[src/rtl/crc16_pkg.sv]
// Shared constants, FSM state encoding and result record for the CRC16 frame scheduler.
package crc16_pkg;

    localparam logic [15:0] DEF_POLY   = 16'h1021;
    localparam logic [15:0] DEF_INIT   = 16'hFFFF;
    localparam logic [15:0] DEF_XOROUT = 16'h0000;

    // Wide enough for the largest supported requester count (8).
    localparam int MAX_IDW = 3;

    typedef enum logic [1:0] {
        ST_IDLE = 2'd0,
        ST_RUN  = 2'd1,
        ST_DONE = 2'd2
    } state_t;

    typedef struct packed {
        logic [15:0]        value;
        logic [MAX_IDW-1:0] id;
        logic               abort;
    } crc_result_t;

endpackage

[src/rtl/crc16_word_step.sv]
// One full 16-bit CRC step: sixteen serial MSB-first polynomial shifts, unrolled.
module crc16_word_step
    import crc16_pkg::*;
#(
    parameter logic [15:0] POLY = DEF_POLY
) (
    input  logic [15:0] din,
    output logic [15:0] dout
);

    always_comb begin
        logic [15:0] r;
        // NOTE: blocking assignments here chain the sixteen shifts within one evaluation.
        r = din;
        for (int i = 0; i < 16; i++) begin
            r = r[15] ? ((r << 1) ^ POLY) : (r << 1);
        end
        dout = r;
    end

endmodule

[src/rtl/crc16_frame_sched.sv]
// Round-robin scheduler sharing one CRC16 word engine between NREQ requesters, a frame at a time.
// Optional stall timeout enabled by defining CRC16_SCHED_TIMEOUT_EN.
module crc16_frame_sched
    import crc16_pkg::*;
#(
    parameter int          NREQ    = 4,
    parameter int          IDW     = 2,
    parameter logic [15:0] POLY    = DEF_POLY,
    parameter logic [15:0] INIT    = DEF_INIT,
    parameter logic [15:0] XOROUT  = DEF_XOROUT,
    parameter int          TIMEOUT = 256
) (
    input  logic               clk,
    input  logic               rst,
    input  logic [NREQ-1:0]    req_valid,
    input  logic [NREQ*16-1:0] req_data,
    input  logic [NREQ-1:0]    req_last,
    output logic [NREQ-1:0]    req_ready,
    output logic               crc_valid,
    output logic [15:0]        crc_value,
    output logic [IDW-1:0]     crc_id,
    output logic               crc_abort,
    input  logic               crc_ready,
    output logic               busy
);

    if (NREQ < 2 || NREQ > 8 || IDW != $clog2(NREQ) || TIMEOUT < 2) begin : g_cfg_err
        $error("crc16_frame_sched: unsupported NREQ/IDW/TIMEOUT combination");
    end

    state_t           state, state_nxt;
    logic [IDW-1:0]   grant, rr_ptr, pick, cand;
    logic             found, hs, last_hs, res_hs, timeout_hit;
    int               idx;
    logic [15:0]      crc, sel_data, step_in, step_out;
    logic             valid_q;
    crc_result_t      res_q;
    logic             res_unused;

    // Round-robin search starting at rr_ptr and wrapping past NREQ-1.
    always_comb begin
        pick  = rr_ptr;
        found = 1'b0;
        idx   = 0;
        cand  = '0;
        for (int k = 0; k < NREQ; k++) begin
            idx  = (int'(rr_ptr) + k) % NREQ;
            cand = IDW'(idx);
            if (!found && req_valid[cand]) begin
                found = 1'b1;
                pick  = cand;
            end
        end
    end

    assign sel_data = req_data[16*int'(grant) +: 16];
    assign step_in  = crc ^ sel_data;
    assign hs       = (state == ST_RUN) && req_valid[grant];
    assign last_hs  = hs && req_last[grant];
    assign res_hs   = valid_q && crc_ready;

    crc16_word_step #(.POLY(POLY)) u_step (
        .din  (step_in),
        .dout (step_out)
    );

`ifdef CRC16_SCHED_TIMEOUT_EN
    localparam int STW = $clog2(TIMEOUT);
    logic [STW-1:0] stall_cnt;

    assign timeout_hit = (state == ST_RUN) && !hs && (stall_cnt == STW'(TIMEOUT - 1));

    always_ff @(posedge clk or negedge rst) begin
        if (!rst) begin
            stall_cnt <= '0;
        end else if (state != ST_RUN || hs) begin
            stall_cnt <= '0;
        end else if (!timeout_hit) begin
            stall_cnt <= stall_cnt + 1'b1;
        end
    end
`else
    assign timeout_hit = 1'b0;
`endif

    always_ff @(posedge clk or negedge rst) begin
        if (!rst) begin
            state <= ST_IDLE;
        end else begin
            state <= state_nxt;
        end
    end

    always_comb begin
        // NOTE: default first so every path assigns state_nxt and no latch is inferred.
        state_nxt = state;
        unique case (state)
            ST_IDLE: if (|req_valid)            state_nxt = ST_RUN;
            ST_RUN:  if (last_hs || timeout_hit) state_nxt = ST_DONE;
            ST_DONE: if (res_hs)                state_nxt = ST_IDLE;
            default:                             state_nxt = ST_IDLE;
        endcase
    end

    // NOTE: sequential state uses non-blocking assignments so all registers update together.
    always_ff @(posedge clk or negedge rst) begin
        if (!rst) begin
            grant   <= '0;
            rr_ptr  <= '0;
            crc     <= INIT;
            valid_q <= 1'b0;
            res_q   <= '0;
        end else begin
            unique case (state)
                ST_IDLE: begin
                    if (|req_valid) begin
                        grant <= pick;
                        crc   <= INIT;
                    end
                end
                ST_RUN: begin
                    if (hs) begin
                        crc <= step_out;
                    end
                    if (last_hs) begin
                        valid_q     <= 1'b1;
                        res_q.value <= step_out ^ XOROUT;
                        res_q.id    <= MAX_IDW'(grant);
                        res_q.abort <= 1'b0;
                    end else if (timeout_hit) begin
                        // Aborted frame reports the partial CRC accumulated so far.
                        valid_q     <= 1'b1;
                        res_q.value <= crc ^ XOROUT;
                        res_q.id    <= MAX_IDW'(grant);
                        res_q.abort <= 1'b1;
                    end
                end
                ST_DONE: begin
                    if (res_hs) begin
                        valid_q     <= 1'b0;
                        res_q.abort <= 1'b0;
                        rr_ptr      <= (grant == IDW'(NREQ - 1)) ? '0 : grant + 1'b1;
                    end
                end
                default: ;
            endcase
        end
    end

    always_comb begin
        req_ready = '0;
        if (state == ST_RUN) begin
            req_ready[grant] = 1'b1;
        end
    end

    assign crc_valid  = valid_q;
    assign crc_value  = res_q.value;
    assign crc_id     = res_q.id[IDW-1:0];
    assign crc_abort  = res_q.abort;
    assign busy       = (state != ST_IDLE);
    assign res_unused = ^res_q;

endmodule

[config.mk]
export PLATFORM = sky130hd
export DESIGN_NAME = crc16_frame_sched
export DESIGN_NICKNAME = d
export VERILOG_FILES = /design/src/rtl/crc16_pkg.sv /design/src/rtl/crc16_word_step.sv /design/src/rtl/crc16_frame_sched.sv
export SDC_FILE = /design/constraint.sdc
export NUM_CORES = 1
export LEC_CHECK = 0
export CAP_MARGIN = 20
export CORE_MARGIN = 8
export CORE_UTILIZATION = 46
export CTS_CLUSTER_SIZE = 12
export DETAILED_ROUTE_END_ITERATION = 8
export HOLD_SLACK_MARGIN = 0.08
export MAX_ROUTING_LAYER = met4
export PLACE_DENSITY = 0.82
export SLEW_MARGIN = 25
export SYNTH_ARGS = -nofsm -noshare
export SYNTH_HDL_FRONTEND = slang
export SYNTH_HIERARCHICAL = 1
export SYNTH_SLANG_ARGS = --single-unit
[constraint.sdc]
create_clock -name clk -period 3.4 [get_ports clk]
set_input_delay 0.68 -clock clk [delete_from_list [all_inputs] [get_ports clk]]
set_output_delay 0.68 -clock clk [all_outputs]
set_load 0.01 [all_outputs]
==> flow_summary.toml <==
[finish]
stdcell_area_sq_um = 4040
layout.cells.non_filler = 425
final_common_cell = "clkdlybuf4s50_1"
syn_to_final_growth_pct = 42.8
drive_gt1_share_pct = 24.3
mostFrequentLayoutCells = "clkdlybuf4s50_1 (97), nor2_1 (35), dfrtp_1 (25), xor2_1 (24), a21oi_1 (19)"
nNetsFinal = 429
num_antenna_cells = 0

[floorplan]
rows = 28
core_sq_um = 5920
chipHeight_um = 94.4
dieArea_sq_um = 8920
ios = 100
die_w_um = 94.4
initial_utilization_pct = 47.8

[critical_path]
worst_setup_path_end_kind = "output pin"
crit_required_ns = 2.72
worstPathArrival_ns = 2.24
start_kind = "register"
criticalPathCategory = "reg2out"
cp_max_fo = 10

[worst_hold_path]
hold_class = "in2async"

[sta]
rsz0062_at_grt = "no"
slew_headroom_pct = 39.3
hold-worst-slack_ns = 0.509
max_freq_mhz = 343
setup_viol = 0
fin_crit_ns = 2.92
hold_viol = 0
tightest_slew_ns = 0.911
final.setup_skew_ns = 0.00931
fin_crit_sh_pct = 85.8
slew_violations = 0
fin_tns_setup_ns = 0

[detailed_routing]
avgRoutedWirePerCell_um = 17.5
wl_um = 7430
drt-initial-drc-count = 109
drtPass1Iterations = 4
vias = 2198
routed_via_density = 5.17
drc_errors = 0
final_antenna_net_count = 0

[global_route]
grt_pass1_wl_um = 12000
grt_pass1_vias = 2440
grtUsageMet1_pct = 19.8
grt_overflow_total = 0
grt.busiest_layer = "met2"
grt_max_degree = 42
grt_use_met2_pct = 30.8
antenna_found_initial = 0
met3_usage_pct = 3.49
grtUsageTotal_pct = 17.7

[placed_design]
place_inst = 418
portBuffers = 98
post_dp_cell_area_sq_um = 3940
gp_congestion = 0.819
dp_hpwl_um = 5970

[clock_tree]
clkLatencyLatePin_ns = 0.30
cts_tree = "yes"
cts-hold-fix-buffers = 0
cts_root_buf = "clkbuf_8"
postCtsResizedCells = 0
clk_pin_slew_worst_paths_ns = 0.08
post-cts-setup-buffers = 0
cts_buffer_depth = 2
h-tree-depth = 2
clock_sinks = 41
cts_inserted_buffers = 5

[synth]
synth_ff_type = "dfrtp_1"
ys_seq_area_share_pct = 37.0
ys_seq_elements = 41
syn_avg_cell_area_sq_um = 11.7
synth-edff-count = 0
yosys.cell_types.count = 41
synthArstFlopShare_pct = 100
syn_nets = 321
netlist_area_sq_um = 2830
ys.warnings.count = 6
syn_inst = 242

[power_and_ir_drop]
comb_power_share_pct = 74.5
clock_power_share_pct = 7.3
p_per_area_nw_per_um2 = 1290
irDropWorstVdd_mv = 0.691
switching_share_pct = 42.5
p_sw_mw = 2.21
leakagePower_nw = 1.65
internal_power_mw = 2.99
pwr-share-seq_pct = 18.2

[run]
drv_cap = 0

[outcome]
outcome = "complete, no violations"
==> final timing paths <==
path | from | end | slack [ns] | depth (start not counted)
max in group asynchronous | rst | crc_value[15] | 2.31 | 1
min in group clk | crc_value[3] | crc_value[3] | 0.51 | 1
min reg2reg | crc_value[3] | crc_value[3] | 0.51 | 1
max reg2reg | grant[0] | crc_value[8] | 0.49 | 7
min | rst | crc_value[13] | 0.51 | 1
max | grant[0] | req_ready[2] | 0.48 | 6
==> cell type report <==
type	count	area [sq um]
fillers	459	1880
multi-input cells	184	1690
repair buffers	112	1080
flip-flops and latches	41	1050
well taps	75	93.8
clock buffers	5	68.8
clock inverters	2	35.0
inverters	6	22.5
==> stage by stage <==
stage          util (%)  worst slack (ns)  power, mW
2_1_floorplan         -             0.542       3.78
3_3_place_gp       66.5             0.303       4.70
3_5_place_dp       66.5             0.241       4.85
4_1_cts            68.2             0.431       5.25
5_1_grt            68.2             0.299       5.58
6_report           68.2             0.481       5.19
==> worst max-delay path, cell delays in order (launching register included) <==
cell             delay, ns
dfrtp_1               0.60
buf_4                 0.24
buf_4                 0.20
inv_1                 0.08
ha_1                  0.18
and2_1                0.14
clkdlybuf4s50_1       0.50
==> power groups by stage <==
stage	logic (mW)	clock network, mW	registers, mW
after floorplan	2.82	0	0.961
after global placement	3.77	0	0.937
after detailed placement	3.89	0	0.954
after CTS	3.91	0.391	0.947
after global routing	4.20	0.406	0.974
final	3.87	0.379	0.944
==> logic make-up after synthesis <==
| group | count (synthesis) | share of synthesized area, % |
|---|---|---|
| AOI/OAI and AO/OA | 30 | 6.15 |
| xor gates and xnor gates | 49 | 18.5 |
| adders and majority gates | 4 | 1.77 |
| buffers and inverters | 17 | 3.18 |
| DFF | 41 | 37.0 |
| muxes | 39 | 23.2 |
| other | 1 | 0.133 |
| and+or+nand+nor | 61 | 10.1 |
==> synth_stat cells, types with 2 or more instances <==
| cell type | instances | area [sq um] |
|---|---|---|
| nor2_1 | 35 | 131 |
| xnor2_1 | 16 | 140 |
| ha_1 | 4 | 50.1 |
| dfstp_2 | 16 | 420 |
| mux2_2 | 10 | 113 |
| buf_6 | 2 | 22.5 |
| o21ai_0 | 3 | 15.0 |
| and2_1 | 4 | 25.0 |
| nor2b_1 | 3 | 18.8 |
| buf_2 | 6 | 30.0 |
| mux2i_1 | 4 | 40.0 |
| xnor2_2 | 4 | 65.1 |
| nand2_1 | 11 | 41.3 |
| inv_1 | 6 | 22.5 |
| mux2_4 | 8 | 120 |
| nor4_2 | 2 | 25.0 |
| dfrtp_1 | 25 | 626 |
| xnor3_1 | 3 | 67.6 |
| mux4_2 | 17 | 383 |
| a21oi_1 | 19 | 95.1 |
| xor2_1 | 24 | 210 |
==> state kept, by name (all words and copies together), names as in the netlist <==
| signal | cells |
|---|---|
| state | 2 |
| grant | 2 |
| crc_valid | 1 |
| rr_ptr | 2 |
| crc_id | 2 |
| crc_value | 16 |
| crc | 16 |
==> per-layer routing <==
metal	wire [um]	vias to the layer above
met3	412	6
met1	3040	1070
met5	0	-
li1	-	1054
met2	3880	68
met4	91	0
(Power assumes the default switching activity.)
